==> src/rtl/jk_pkg.sv <==
// Shared types and helpers for the JK command sequencer: FSM encoding, JK op codes
// and the next-state rule of an ideal JK flip-flop.
package jk_pkg;

   typedef enum logic {
      ST_IDLE  = 1'b0,
      ST_DRIVE = 1'b1
   } state_t;

   localparam logic [1:0] JK_HOLD = 2'b00;
   localparam logic [1:0] JK_RST  = 2'b01;
   localparam logic [1:0] JK_SET  = 2'b10;
   localparam logic [1:0] JK_TGL  = 2'b11;

   typedef struct packed {
      logic j;
      logic k;
   } jk_pair_t;

   function automatic logic jk_next(input logic q, input logic [1:0] op);
      logic nq;
      case (op)
         JK_HOLD: nq = q;
         JK_RST:  nq = 1'b0;
         JK_SET:  nq = 1'b1;
         default: nq = ~q;
      endcase
      return nq;
   endfunction

endpackage

==> src/rtl/jk_cmd_fifo.sv <==
// Synchronous FIFO with one extra pointer bit so full and empty are distinguishable
// without a separate occupancy counter. Push while full and pop while empty are ignored.
module jk_cmd_fifo #(
   parameter int DEPTH = 4,
   parameter int WIDTH = 10
) (
   input  logic             clk,
   input  logic             reset,
   input  logic             push,
   input  logic [WIDTH-1:0] din,
   input  logic             pop,
   output logic [WIDTH-1:0] dout,
   output logic             full,
   output logic             empty
);

   localparam int ADDR_W = $clog2(DEPTH);
   localparam int PTR_W  = ADDR_W + 1;

   logic [WIDTH-1:0] mem [DEPTH];
   logic [PTR_W-1:0] wr_ptr;
   logic [PTR_W-1:0] rd_ptr;
   logic             do_push;
   logic             do_pop;

   assign full    = (wr_ptr[ADDR_W] != rd_ptr[ADDR_W]) &&
                    (wr_ptr[ADDR_W-1:0] == rd_ptr[ADDR_W-1:0]);
   assign empty   = (wr_ptr == rd_ptr);
   assign do_push = push && !full;
   assign do_pop  = pop && !empty;
   assign dout    = mem[rd_ptr[ADDR_W-1:0]];

   always_ff @(posedge clk or posedge reset) begin
      if (reset) begin
         wr_ptr <= '0;
         rd_ptr <= '0;
      end else begin
         if (do_push) wr_ptr <= wr_ptr + PTR_W'(1);
         if (do_pop)  rd_ptr <= rd_ptr + PTR_W'(1);
      end
   end

   // Storage carries no reset; the pointers alone define which entries are valid.
   always_ff @(posedge clk) begin
      if (do_push) mem[wr_ptr[ADDR_W-1:0]] <= din;
   end

endmodule

==> src/rtl/jk_cmd_sequencer.sv <==
// Queues (j, k, hold) commands, drives a JK flop's inputs for each hold period and
// checks the flop's q against an internal reference, latching any divergence.
module jk_cmd_sequencer
   import jk_pkg::*;
#(
   parameter int DEPTH  = 4,
   parameter int HOLD_W = 8
) (
   input  logic              clk,
   input  logic              reset,
   input  logic              cmd_valid,
   output logic              cmd_ready,
   input  logic              cmd_j,
   input  logic              cmd_k,
   input  logic [HOLD_W-1:0] cmd_hold,
   output logic              j,
   output logic              k,
   input  logic              q_in,
   output logic              step_done,
   output logic              busy,
   output logic              mismatch,
   input  logic              mismatch_clr
);

   typedef struct packed {
      jk_pair_t          jk;
      logic [HOLD_W-1:0] hold;
   } cmd_t;

   localparam int CMD_W = $bits(cmd_t);

   state_t            state;
   state_t            state_nxt;
   logic [HOLD_W-1:0] cnt;
   logic [HOLD_W-1:0] cnt_nxt;
   logic              j_nxt;
   logic              k_nxt;
   logic              push;
   logic              pop;
   logic              full;
   logic              empty;
   logic              q_pred;
   cmd_t              push_cmd;
   cmd_t              head;
   logic [CMD_W-1:0]  head_bits;

   // A zero hold is promoted to one so every command occupies at least one cycle.
   function automatic logic [HOLD_W-1:0] hold_load(input logic [HOLD_W-1:0] h);
      return (h == '0) ? HOLD_W'(1) : h;
   endfunction

   assign push      = cmd_valid && !full;
   assign cmd_ready = !full;
   assign push_cmd  = {cmd_j, cmd_k, cmd_hold};
   assign head      = cmd_t'(head_bits);
   assign busy      = (state == ST_DRIVE) || !empty;

   jk_cmd_fifo #(
      .DEPTH (DEPTH),
      .WIDTH (CMD_W)
   ) u_fifo (
      .clk   (clk),
      .reset (reset),
      .push  (push),
      .din   (push_cmd),
      .pop   (pop),
      .dout  (head_bits),
      .full  (full),
      .empty (empty)
   );

   always_ff @(posedge clk or posedge reset) begin
      if (reset) begin
         state <= ST_IDLE;
         cnt   <= '0;
         j     <= 1'b0;
         k     <= 1'b0;
      end else begin
         state <= state_nxt;
         cnt   <= cnt_nxt;
         j     <= j_nxt;
         k     <= k_nxt;
      end
   end

   always_comb begin
      state_nxt = state;
      cnt_nxt   = cnt;
      j_nxt     = j;
      k_nxt     = k;
      pop       = 1'b0;
      step_done = 1'b0;
      case (state)
         ST_IDLE: begin
            if (!empty) begin
               pop       = 1'b1;
               j_nxt     = head.jk.j;
               k_nxt     = head.jk.k;
               cnt_nxt   = hold_load(head.hold);
               state_nxt = ST_DRIVE;
            end
         end
         ST_DRIVE: begin
            if (cnt == HOLD_W'(1)) begin
               step_done = 1'b1;
               // Reload on the closing edge so consecutive commands abut without a gap.
               if (!empty) begin
                  pop     = 1'b1;
                  j_nxt   = head.jk.j;
                  k_nxt   = head.jk.k;
                  cnt_nxt = hold_load(head.hold);
               end else begin
                  j_nxt     = 1'b0;
                  k_nxt     = 1'b0;
                  cnt_nxt   = '0;
                  state_nxt = ST_IDLE;
               end
            end else begin
               cnt_nxt = cnt - HOLD_W'(1);
            end
         end
      endcase
   end

   // Reference flop samples the same registered j/k as the real flop, so both
   // should present identical q between edges.
   always_ff @(posedge clk or posedge reset) begin
      if (reset) begin
         q_pred   <= 1'b0;
         mismatch <= 1'b0;
      end else begin
         q_pred <= jk_next(q_pred, {j, k});
         if (q_in != q_pred) mismatch <= 1'b1;
         else if (mismatch_clr) mismatch <= 1'b0;
      end
   end

endmodule

==> config.mk <==
export PLATFORM = sky130hd
export DESIGN_NAME = jk_cmd_sequencer
export DESIGN_NICKNAME = d
export VERILOG_FILES = /design/src/rtl/jk_pkg.sv /design/src/rtl/jk_cmd_fifo.sv /design/src/rtl/jk_cmd_sequencer.sv
export SDC_FILE = /design/constraint.sdc
export NUM_CORES = 1
export LEC_CHECK = 0
export ABC_AREA = 1
export CAP_MARGIN = 40
export CORE_MARGIN = 2
export CORE_UTILIZATION = 39
export CTS_CLUSTER_SIZE = 16
export DETAILED_ROUTE_END_ITERATION = 8
export PLACE_DENSITY = 0.65
export REMOVE_ABC_BUFFERS = 1
export SLEW_MARGIN = 20
export SYNTH_ARGS = -nofsm -noshare
export SYNTH_HDL_FRONTEND = slang
export SYNTH_SLANG_ARGS = --single-unit
==> constraint.sdc <==
create_clock -name clk -period 5.12 [get_ports clk]
set_input_delay 1.536 -clock clk [delete_from_list [all_inputs] [get_ports clk]]
set_output_delay 1.536 -clock clk [all_outputs]
set_load 0.005 [all_outputs]
# After elaboration in Yosys (flattened, before gate mapping)
# Memory sizes are Yosys's and may differ from the RTL's.
# Index checks and enable logic that the tools add are counted.
totals:
  register_bits: 19
  ram_bits: 40
  input_bits: 15
  memories: 1
  wordCells: 59
memory_table:
  columns: ["memory", "words", "width", "rd", "rd_clocked_by_memory_dff", "write_ports", "line", "source"]
  rows:
  - ["u_fifo.mem", 4, 10, 1, 0, 1, "jk_cmd_fifo.sv:20", "logic [WIDTH-1:0] mem [DEPTH];"]
op_classes:
  eq_ne: 9
  n_addsub: 3
  reduce_logical: 11
  mux: 25
  bitwise: 2
op_table:
  columns: ["operator", "n"]
  rows:
  - ["8-bit two-way mux", 4]
  - ["8-bit one-hot mux with 2 select lines", 1]
  - ["1-bit two-way mux", 15]
  - ["8-bit by 1-bit == test with 1-bit output, second input constant", 1]
  - ["8-bit logical NOT", 1]
  - ["1-bit one-hot mux with 2 select lines", 4]
  - ["8-bit by 1-bit subtractor with 8-bit output, second input constant", 1]
  - ["3-bit by 1-bit adder with 3-bit output, second input constant", 2]
  - ["1-bit logical AND", 4]
  - ["3-bit == test", 1]
  - ["1-bit one-hot mux with 3 select lines", 1]
  - ["2-bit by 1-bit == test with 1-bit output, second input constant", 1]
  - ["2-bit == test", 1]
  - ["2-bit == test, second input constant", 1]
  - ["1-bit logical NOT", 2]
  - ["2-bit logical NOT", 1]
  - ["1-bit != test", 2]
  - ["2-bit by 1-bit != test with 1-bit output, second input constant", 1]
  - ["2-bit != test, second input constant", 1]
  - ["1-bit NOT", 2]
  - ["2-bit AND reduction", 1]
  - ["2-bit nonzero test", 1]
  - ["1-bit logical OR", 1]

# Logic depth before layout (Yosys ltp)
# Gate-level depths: netlist of run 1.
logic_depth:
  ltp_word: 7
  mapped_depth: 12
  ltp_nobuf: 10

# By module
# From an unflattened synthesis of run 1, not the netlist that was laid out.
unflattened:
  cells_unflattened: 289
  area_unflattened_um2: 2824.0
modules_own_cells:
  columns: ["mod", "area_per_inst_um2", "cells_each", "instances"]
  rows:
  - ["jk_cmd_fifo", 1915.6, 158, 1]
  - ["jk_cmd_sequencer", 908.4, 131, 1]

# Worst setup path after synthesis of run 1
# OpenSTA, ideal clock, no wires.
synth_timing:
  path_type: "register to output"
  startpoint: "reg cnt[1]"
  endpoint: "out step_done"
  slack_ns: 2.448
  arrival_time_ns: 1.136
  path_stages_with_launch: 7
  path_buffers: 0
  path_cell_list: "dfrtp_1 -> inv_1 -> ha_1 -> nand3_1 -> nor3_4 -> inv_1 -> nor2_1"
synth_between:
  elab_chain_cells: 3
synth_lines:
  columns: ["item", "line", "source"]
  rows:
  - ["start: declaration", "jk_cmd_sequencer.sv:34", "logic [HOLD_W-1:0] cnt;"]
  - ["start signal: assignment", "jk_cmd_sequencer.sv:80", "cnt <= cnt_nxt;"]
  - ["8-bit by 1-bit == test with 1-bit output", "jk_cmd_sequencer.sv:104", "if (cnt == HOLD_W'(1)) begin"]
  - ["1-bit two-way mux", "jk_cmd_sequencer.sv:104", null]
  - ["1-bit two-way mux", "jk_cmd_sequencer.sv:93", "case (state)"]
  - ["end: declaration", "jk_cmd_sequencer.sv:19", "output logic step_done,"]
# No other way between the ends.

# Worst setup path after layout of run 1
# Same ends and word-level chain as after synthesis.

==> results of run 1 <==
worst paths after layout:
kind / end / depth (start not counted) / from / slack [ps]
worst max-delay path: step_done / 7 / cnt[1]$_DFFE_PP0P_ / 1450
worst min-delay path: u_fifo.wr_ptr[2]$_DFFE_PP0P_ / 1 / u_fifo.wr_ptr[2]$_DFFE_PP0P_ / 490
worst max register to register: u_fifo.mem[3][5]$_DFFE_PP_ / 4 / u_fifo.rd_ptr[1]$_DFFE_PP0P_ / 3060
worst min register to register: u_fifo.wr_ptr[2]$_DFFE_PP0P_ / 1 / u_fifo.wr_ptr[2]$_DFFE_PP0P_ / 490
max in group asynchronous: state$_DFF_PP0_ / 2 / reset / 3050
min in group asynchronous: cnt[2]$_DFFE_PP0P_ / 2 / reset / 1610
per-layer routing:
layer	wire (um)	share of wire	GRT usage
met1	2391	0.45	0.1830
met2	2593	0.49	0.2498
met3	168	0.032	0.04709
met4	110	0.021	0.07734
met5	0	0	0
per-stage QoR:
stage | setup WS [ps] | power [W]
final | 1449 | 0.001959
after detailed placement | 1819 | 0.001397
after floorplan | 2208 | 0.001201
after global placement | 1873 | 0.001376
after global routing | 1322 | 0.002103
after CTS | 1420 | 0.001980
power groups by stage:
stage               sequential, W  combinational, W  clock [W]
finish                   0.000741          0.000648   0.000569
global route             0.000756          0.000740   0.000606
CTS                      0.000741          0.000655   0.000584
detailed placement       0.000750          0.000647          0
global placement         0.000745          0.000631          0
floorplan                0.000749          0.000451          0
worst max-delay path: stages, from the launching register on:
cell and delay (ps):
dfrtp_1 390, inv_1 80, ha_1 160, nand3_1 130
nor3_4 320, inv_1 120, nor2_1 100, clkdlybuf4s50_1 500
sequential cells by signal, indices dropped and copies added (netlist names):
| register | count |
|---|---|
| state | 1 |
| q_pred | 1 |
| u_fifo.wr_ptr | 3 |
| k | 1 |
| j | 1 |
| u_fifo.rd_ptr | 3 |
| mismatch | 1 |
| cnt | 8 |
| u_fifo.mem | 40 |
area by class of cell:
cell class              instances  area share
clock buffers                   9     0.03628
clock inverters                 7     0.04287
inverters                      32     0.03664
multi-input cells             174      0.2895
flip-flops and latches         59      0.4910
well taps                      99     0.03628
repair buffers                 24     0.06742
cell families (layout without fill, tap and decap cells):
family	after synthesis	after routing	synth area share
AOI/OAI and AO/OA	33	33	0.07376
xor gates and xnor gates	10	10	0.04020
adders and majority gates	9	9	0.03975
buffers and inverters	38	72	0.05919
DFF	59	59	0.5919
and+or+nand+nor	122	122	0.1952
placed cells by master, fill, tap and decap left out, types with 7 or more instances in the layout:
cell type	count
o21ai_0	11
nand2_1	71
dfrtp_1	19
ha_1	9
clkdlybuf4s50_1	20
nand3_1	15
clkbuf_8	9
nor2_1	21
edfxtp_1	40
xor2_1	7
inv_1	27
==> impl_metrics.json, run 1 <==
{
  "p_sw_frac": 0.3474,
  "end_kind": "output pin",
  "post-route-min-period_ps": 3671,
  "placed_cell_area_um2": 3137,
  "syn_to_final_growth_pct": 20.54,
  "drive_gt1_frac": 0.1410,
  "clk_pin_slew_worst_paths_ps": 70,
  "cts_sinks": 59,
  "htree_num_levels": 3,
  "timing.fmax_mhz": 272.4,
  "hold_viol_final": 0,
  "drc": 0,
  "synthDistinctLibCells": 33,
  "path_class": "flip-flop to output pin",
  "wl_per_cell_um": 13.03,
  "yosysWarnings": 0,
  "required_ps": 3580,
  "path_max_fanout": 6,
  "nets": 324,
  "drtPass1Iterations": 4,
  "multi_input_area_um2": 988.4,
  "pwr-share-seq": 0.378,
  "grt_pass1_vias": 1847,
  "maxCapViolCount": 0,
  "clockRootBuffer": "clkbuf_8",
  "synth.area.top_cells": "edfxtp_1, dfrtp_1, nand2_1",
  "dp_hpwl_mm": 3.667,
  "place.gp.congestion": 0.8210,
  "slew_viol_final": 0,
  "track_usage": 0.1530,
  "clock_latency_ps": 340,
  "ioPinCount": 21,
  "synth_seq_area_share": 0.5919,
  "routed_wl_mm": 5.264,
  "syn_avg_cell_area_um2": 10.45,
  "synth_edf_count": 40,
  "grt_setup_unrepaired": "false",
  "start_kind": "flip-flop",
  "coreArea_um2": 7137,
  "stdcell_count": 404,
  "setup_violations": 0,
  "worst_pin_slew_ps": 724.4,
  "grt_max_degree": 25,
  "synth_cells": 271,
  "rows": 31,
  "die_w_um": 89.23,
  "ant_nets": 0,
  "finalSetupTns_ps": 0,
  "dp.cells": 387,
  "overflow": 0,
  "ys_async_sr_fraction": 0.3220,
  "cts_tree": "yes",
  "start_util": 0.3969,
  "period_share": 0.7170,
  "finalClockSkew_ps": 6.355,
  "synthTopCellsByCount": "nand2_1, edfxtp_1, inv_1, nor2_1, dfrtp_1",
  "min_path_type": "flip-flop to flip-flop",
  "synth_most_common_cell": "nand2_1",
  "dieArea_um2": 7961,
  "synth_top_area_frac": 0.4240,
  "power.leakage_nw": 1.451,
  "cts_buffers": 9,
  "p_sw_w": 0.0006807,
  "fin_area_um2": 3415,
  "postCtsSetupBuffers": 0,
  "die_h_um": 89.23,
  "crit_arrival_ps": 2140,
  "power_frac_comb": 0.331,
  "vias_per_cell": 4.673,
  "holdWs_ps": 491.9,
  "slew-limit-headroom": 0.5165,
  "powerDensity_nw_per_um2": 573.8,
  "portBuffers": 20,
  "fillers": 676,
  "antenna_found_initial": 0,
  "cts-resized-gates": 0,
  "power_frac_clock": 0.291,
  "status": "finished, final reports clean",
  "syn-cell-area_um2": 2833,
  "fin_util": 0.4784,
  "synth_top_area_cell": "edfxtp_1",
  "synth_seq_cells": 59,
  "peakVddDrop_mv": 0.2825,
  "cts_hold_buf": 0,
  "p_int_w": 0.001279,
  "initialDrtViolationCount": 118,
  "regArea_um2": 1677,
  "synth_ff_type": "edfxtp_1",
  "vias": 1888,
  "grt_pass1_wl_mm": 8.714,
  "diodes": 0,
  "clk_path_buf_depth": 2
}
Note: power is estimated with default switching activity, not from simulation.
==> run 2, diff against run 1 <==
--- a/config.mk
+++ b/config.mk
@@ -11,7 +11,7 @@
 export CORE_UTILIZATION = 39
 export CTS_CLUSTER_SIZE = 16
 export DETAILED_ROUTE_END_ITERATION = 8
-export PLACE_DENSITY = 0.65
+export PLACE_DENSITY = 0.67
 export REMOVE_ABC_BUFFERS = 1
 export SLEW_MARGIN = 20
 export SYNTH_ARGS = -nofsm -noshare
==> constraint.sdc (replaced) <==
create_clock -name clk -period 3.1 [get_ports clk]
set_input_delay 0.93 -clock clk [delete_from_list [all_inputs] [get_ports clk]]
set_output_delay 0.93 -clock clk [all_outputs]
set_load 0.005 [all_outputs]
==> impl_metrics.json, run 2 (synthesis gave the netlist of run 1 again) <==
{
  "drtPass1Iterations": 4,
  "worstHoldStart": "u_fifo.wr_ptr[2]$_DFFE_PP0P_",
  "status": "finished, final reports clean",
  "nets": 328,
  "grt_pass1_vias": 1784,
  "grtUsageMet2": 0.2249,
  "cts-resized-gates": 0,
  "cts_hold_buf": 0,
  "dieArea_um2": 7961,
  "portBuffers": 20,
  "postCtsSetupBuffers": 0,
  "ant_nets": 0,
  "p_sw_frac": 0.3747,
  "clk_pin_slew_worst_paths_ps": 80,
  "fin_area_um2": 3379,
  "maxCapViolCount": 0,
  "diodes": 0,
  "finalClockSkew_ps": 8.502,
  "period_share": 0.9216,
  "dp.cells": 391,
  "required_ps": 2170,
  "grt_pass1_wl_mm": 8.604,
  "peakVddDrop_mv": 0.3379,
  "cts_sinks": 59,
  "rr_startpoint": "u_fifo.rd_ptr[0]$_DFFE_PP0P_",
  "rows": 31,
  "crit_arrival_ps": 1930,
  "p_sw_w": 0.001124,
  "stdcell_count": 408,
  "vias_per_cell": 4.571,
  "power.leakage_nw": 1.439,
  "overflow": 0,
  "drc": 0,
  "slew_viol_final": 0,
  "clockRootBuffer": "clkbuf_8",
  "cts_tree": "yes",
  "placed_cell_area_um2": 3167,
  "routed_wl_mm": 5.075,
  "grt_use_met1": 0.1926,
  "hold_viol_final": 0,
  "met3_usage": 0.03786,
  "initialDrtViolationCount": 97,
  "largest_register_ffs": 40,
  "post-route-min-period_ps": 2857,
  "worst_pin_slew_ps": 408.8,
  "cts_buffers": 9,
  "min_path_type": "flip-flop to flip-flop",
  "critPathLaunch": "u_fifo.wr_ptr[1]$_DFFE_PP0P_",
  "dp_hpwl_mm": 3.442,
  "path_class": "flip-flop to output pin",
  "timing.fmax_mhz": 350.0,
  "syn_to_final_growth_pct": 19.30,
  "clk_path_buf_depth": 2,
  "track_usage": 0.1452,
  "busiest_layer": "met2",
  "grt_setup_unrepaired": "false",
  "final_cell_mix": "nand2_1, edfxtp_1, inv_1",
  "setup_violations": 0,
  "htree_num_levels": 3,
  "slew-limit-headroom": 0.7272,
  "place.gp.congestion": 0.8146,
  "antenna_found_initial": 0,
  "start_kind": "flip-flop",
  "pwr-share-seq": 0.402,
  "wl_per_cell_um": 12.44,
  "die_w_um": 89.23,
  "start_util": 0.3969,
  "ioPinCount": 21,
  "drive_gt1_frac": 0.1521,
  "powerDensity_nw_per_um2": 887.4,
  "power_w": 0.002999,
  "power_frac_comb": 0.363,
  "finalSetupTns_ps": 0,
  "vias": 1865,
  "end_kind": "output pin",
  "clock_latency_ps": 340,
  "grt_max_degree": 25,
  "p_int_w": 0.001875,
  "coreArea_um2": 7137,
  "path_max_fanout": 8,
  "final_common_cell": "nand2_1",
  "die_h_um": 89.23,
  "power_frac_clock": 0.235
}
## run 2: path summary, 6_finish.rpt
check,cells past startpoint,slack (ps),endpoint
max,5,240,busy
min,1,500,u_fifo.wr_ptr[2]$_DFFE_PP0P_
max reg2reg,11,1400,cnt[0]$_DFFE_PP0P_
min reg2reg,1,500,u_fifo.wr_ptr[2]$_DFFE_PP0P_
max in group asynchronous,3,1790,state$_DFF_PP0_
min in group asynchronous,2,880,cnt[4]$_DFFE_PP0P_
## run 2: critical path: stages (launching register included)
cell             delay (ps)
dfrtp_1                 420
xnor2_1                 250
nand2_2                  90
nor2_4                  240
nand2_4                 120
clkdlybuf4s50_1         460
## run 2: power groups by stage
stage                     Sequential [W]  Combinational, W  Clock [W]
after floorplan                  0.00124          0.000745          0
after global placement           0.00121           0.00107          0
after detailed placement         0.00123           0.00109          0
after CTS                        0.00121           0.00110   0.000718
after global routing             0.00123           0.00125   0.000757
final                            0.00121           0.00109   0.000705
## run 2: area by class of cell
cell class / count / area (um^2)
Clock buffer: 9 / 123.9
Inverter: 32 / 125.1
Multi-Input combinational cell: 174 / 988.4
Tap cell: 99 / 123.9
Clock inverter: 7 / 77.57
Fill cell: 664 / 3757
Sequential cell: 59 / 1677
Timing Repair Buffer: 28 / 264.0
## run 2: per-layer routing
metal	wire (um)	share of wire
met4	87	0.017
met3	183	0.036
met2	2374	0.47
met5	0	0
met1	2429	0.48
## run 2: stage by stage
step                      hold slack [ps]  setup WS, ps  utilization
after floorplan                     460.4         794.1            -
after detailed placement            486.9         588.1       0.4437
after CTS                           500.8         214.9       0.4720
after global placement              479.6         618.2       0.4437
final                               498.0         243.0       0.4735
after global routing                508.8         111.5       0.4735
==> run 3, diff against run 2 <==
--- a/config.mk
+++ b/config.mk
@@ -7,11 +7,12 @@
 export LEC_CHECK = 0
 export ABC_AREA = 1
 export CAP_MARGIN = 40
+export CELL_PAD_IN_SITES_DETAIL_PLACEMENT = 0
+export CELL_PAD_IN_SITES_GLOBAL_PLACEMENT = 2
 export CORE_MARGIN = 2
-export CORE_UTILIZATION = 39
-export CTS_CLUSTER_SIZE = 16
+export CORE_UTILIZATION = 34
 export DETAILED_ROUTE_END_ITERATION = 8
-export PLACE_DENSITY = 0.67
+export PLACE_DENSITY = 0.82
 export REMOVE_ABC_BUFFERS = 1
 export SLEW_MARGIN = 20
 export SYNTH_ARGS = -nofsm -noshare
==> impl_metrics.json, run 3 (synthesis gave the netlist of run 1 again) <==
{
  "cts-resized-gates": 0,
  "max_stage_delay_ps": 470,
  "rr_startpoint": "u_fifo.rd_ptr[1]$_DFFE_PP0P_",
  "slew-limit-headroom": 0.7535,
  "p_int_w": 0.001944,
  "power_w": 0.003022,
  "cts_hold_buf": 0,
  "clk_path_buf_depth": 2,
  "worst_pin_slew_ps": 369.3,
  "grt_pass1_vias": 1744,
  "clock_latency_ps": 330,
  "drtPass1Iterations": 4,
  "syn_to_final_growth_pct": 19.83,
  "die_w_um": 95.28,
  "ioPinCount": 21,
  "power_frac_comb": 0.358,
  "clockRootBuffer": "clkbuf_8",
  "die_h_um": 95.28,
  "r2r_end": "cnt[0]$_DFFE_PP0P_",
  "powerDensity_nw_per_um2": 890.3,
  "routed_wl_mm": 5.380,
  "cts_buffers": 9,
  "worstHoldStart": "u_fifo.wr_ptr[2]$_DFFE_PP0P_",
  "p_sw_frac": 0.3568,
  "start_util": 0.3483,
  "grt_pass1_wl_mm": 8.631,
  "required_ps": 2170,
  "clk_pin_slew_worst_paths_ps": 70,
  "rows": 33,
  "final_cell_mix": "nand2_1, edfxtp_1, inv_1",
  "drive_gt1_frac": 0.1429,
  "finalSetupTns_ps": 0,
  "power.leakage_nw": 1.445,
  "htree_num_levels": 3,
  "dp_hpwl_mm": 3.739,
  "period_share": 0.9143,
  "post-route-min-period_ps": 2834,
  "overflow": 0,
  "place.gp.congestion": 0.7752,
  "hold_path_end": "u_fifo.wr_ptr[2]$_DFFE_PP0P_",
  "setup_violations": 0,
  "cts_sinks": 59,
  "fin_util": 0.4173,
  "slowest_stage": "clkdlybuf4s50_1",
  "grt_max_degree": 25,
  "pwr-share-seq": 0.398,
  "final_common_cell": "nand2_1",
  "path_class": "flip-flop to output pin",
  "track_usage": 0.1329,
  "initialDrtViolationCount": 46,
  "setup_slack_ps": 265.6,
  "p_sw_w": 0.001078,
  "ant_nets": 0,
  "dieArea_um2": 9077,
  "hold_depth": 1,
  "slew_viol_final": 0,
  "power_frac_clock": 0.244,
  "crit_arrival_ps": 1900,
  "largest_register_ffs": 40,
  "finalClockSkew_ps": 8.712,
  "postCtsSetupBuffers": 0,
  "crit_chain": "xnor2_1 -> nand2_2 -> nor2_4 -> nand2_4 -> clkdlybuf4s50_1",
  "min_path_type": "flip-flop to flip-flop",
  "place_ws_ps": 586.7,
  "fin_area_um2": 3395,
  "drc": 0,
  "r2r_cells": 10,
  "timing.fmax_mhz": 352.8,
  "end_kind": "output pin",
  "reg2reg_setup_slack_ps": 1390,
  "wl_per_cell_um": 13.03,
  "vias": 1800,
  "coreArea_um2": 8134,
  "antenna_found_initial": 0,
  "peakVddDrop_mv": 0.3331,
  "path_max_fanout": 8,
  "cts_tree": "yes",
  "placed_cell_area_um2": 3174,
  "start_kind": "flip-flop",
  "nets": 328,
  "maxCapViolCount": 0,
  "portBuffers": 20,
  "vias_per_cell": 4.358,
  "hold_viol_final": 0,
  "status": "finished, final reports clean",
  "diodes": 0,
  "grt_setup_unrepaired": "false"
}
==> run 3: cell count changes in the layout (fill, tap and decap cells not counted) <==
cell,previous run,this run
clkinvlp_4,1,0
inv_6,1,0
bufinv_16,1,2
clkinv_1,0,2
clkinv_4,3,1
buf_6,1,0
buf_8,0,1
==> run 3: critical path: cells and delay by family (launching register included) <==
| kind | cells | cell delay, ps |
|---|---|---|
| flip-flops | 1 | 420 |
| AND/OR/NAND/NOR | 3 | 450 |
| buffers and inverters | 1 | 470 |
| XOR/XNOR | 1 | 240 |
==> run 3: how the worst max path moves through the flow <==
stage                                       startpoint  endpoint  slack [ps]  cells after the start
after floorplan           u_fifo.rd_ptr[0]$_DFFE_PP0P_      busy         790                      4
after global placement    u_fifo.wr_ptr[1]$_DFFE_PP0P_      busy         600                      5
after detailed placement  u_fifo.wr_ptr[1]$_DFFE_PP0P_      busy         590                      5
after CTS                 u_fifo.wr_ptr[1]$_DFFE_PP0P_      busy         220                      5
after global routing      u_fifo.wr_ptr[1]$_DFFE_PP0P_      busy          70                      5
final                     u_fifo.wr_ptr[1]$_DFFE_PP0P_      busy         270                      5
==> run 3: per-layer routing <==
metal	global-route usage	part of all wire	vias to the layer above
met5	0	0	-
met4	0.07246	0.011	0
met3	0.03320	0.033	4
met2	0.2054	0.48	25
met1	0.1712	0.48	810
li1	-	-	961
==> run 3: final cells by class <==
cell class,count,area (um^2)
Fill cell,801,4740
Sequential cell,59,1677
Multi-Input combinational cell,174,988.4
Timing Repair Buffer,28,267.8
Tap cell,105,131.4
Inverter,32,125.1
Clock buffer,9,123.9
Clock inverter,6,81.33
==> run 3: stage by stage <==
stage / hold slack [ps] / cells
3_5_place_dp: 476.3 / 397
2_1_floorplan: 460.4 / 265
5_1_grt: 497.1 / 413
6_report: 488.8 / 413
3_3_place_gp: 477.0 / 397
4_1_cts: 492.7 / 412
==> run 3: power groups by stage <==
stage               combinational (W)  clock (W)  sequential, W
finish                        0.00108   0.000737        0.00120
global route                  0.00125   0.000801        0.00122
CTS                           0.00110   0.000761        0.00121
detailed placement            0.00110          0        0.00122
global placement              0.00110          0        0.00121
floorplan                    0.000745          0        0.00124
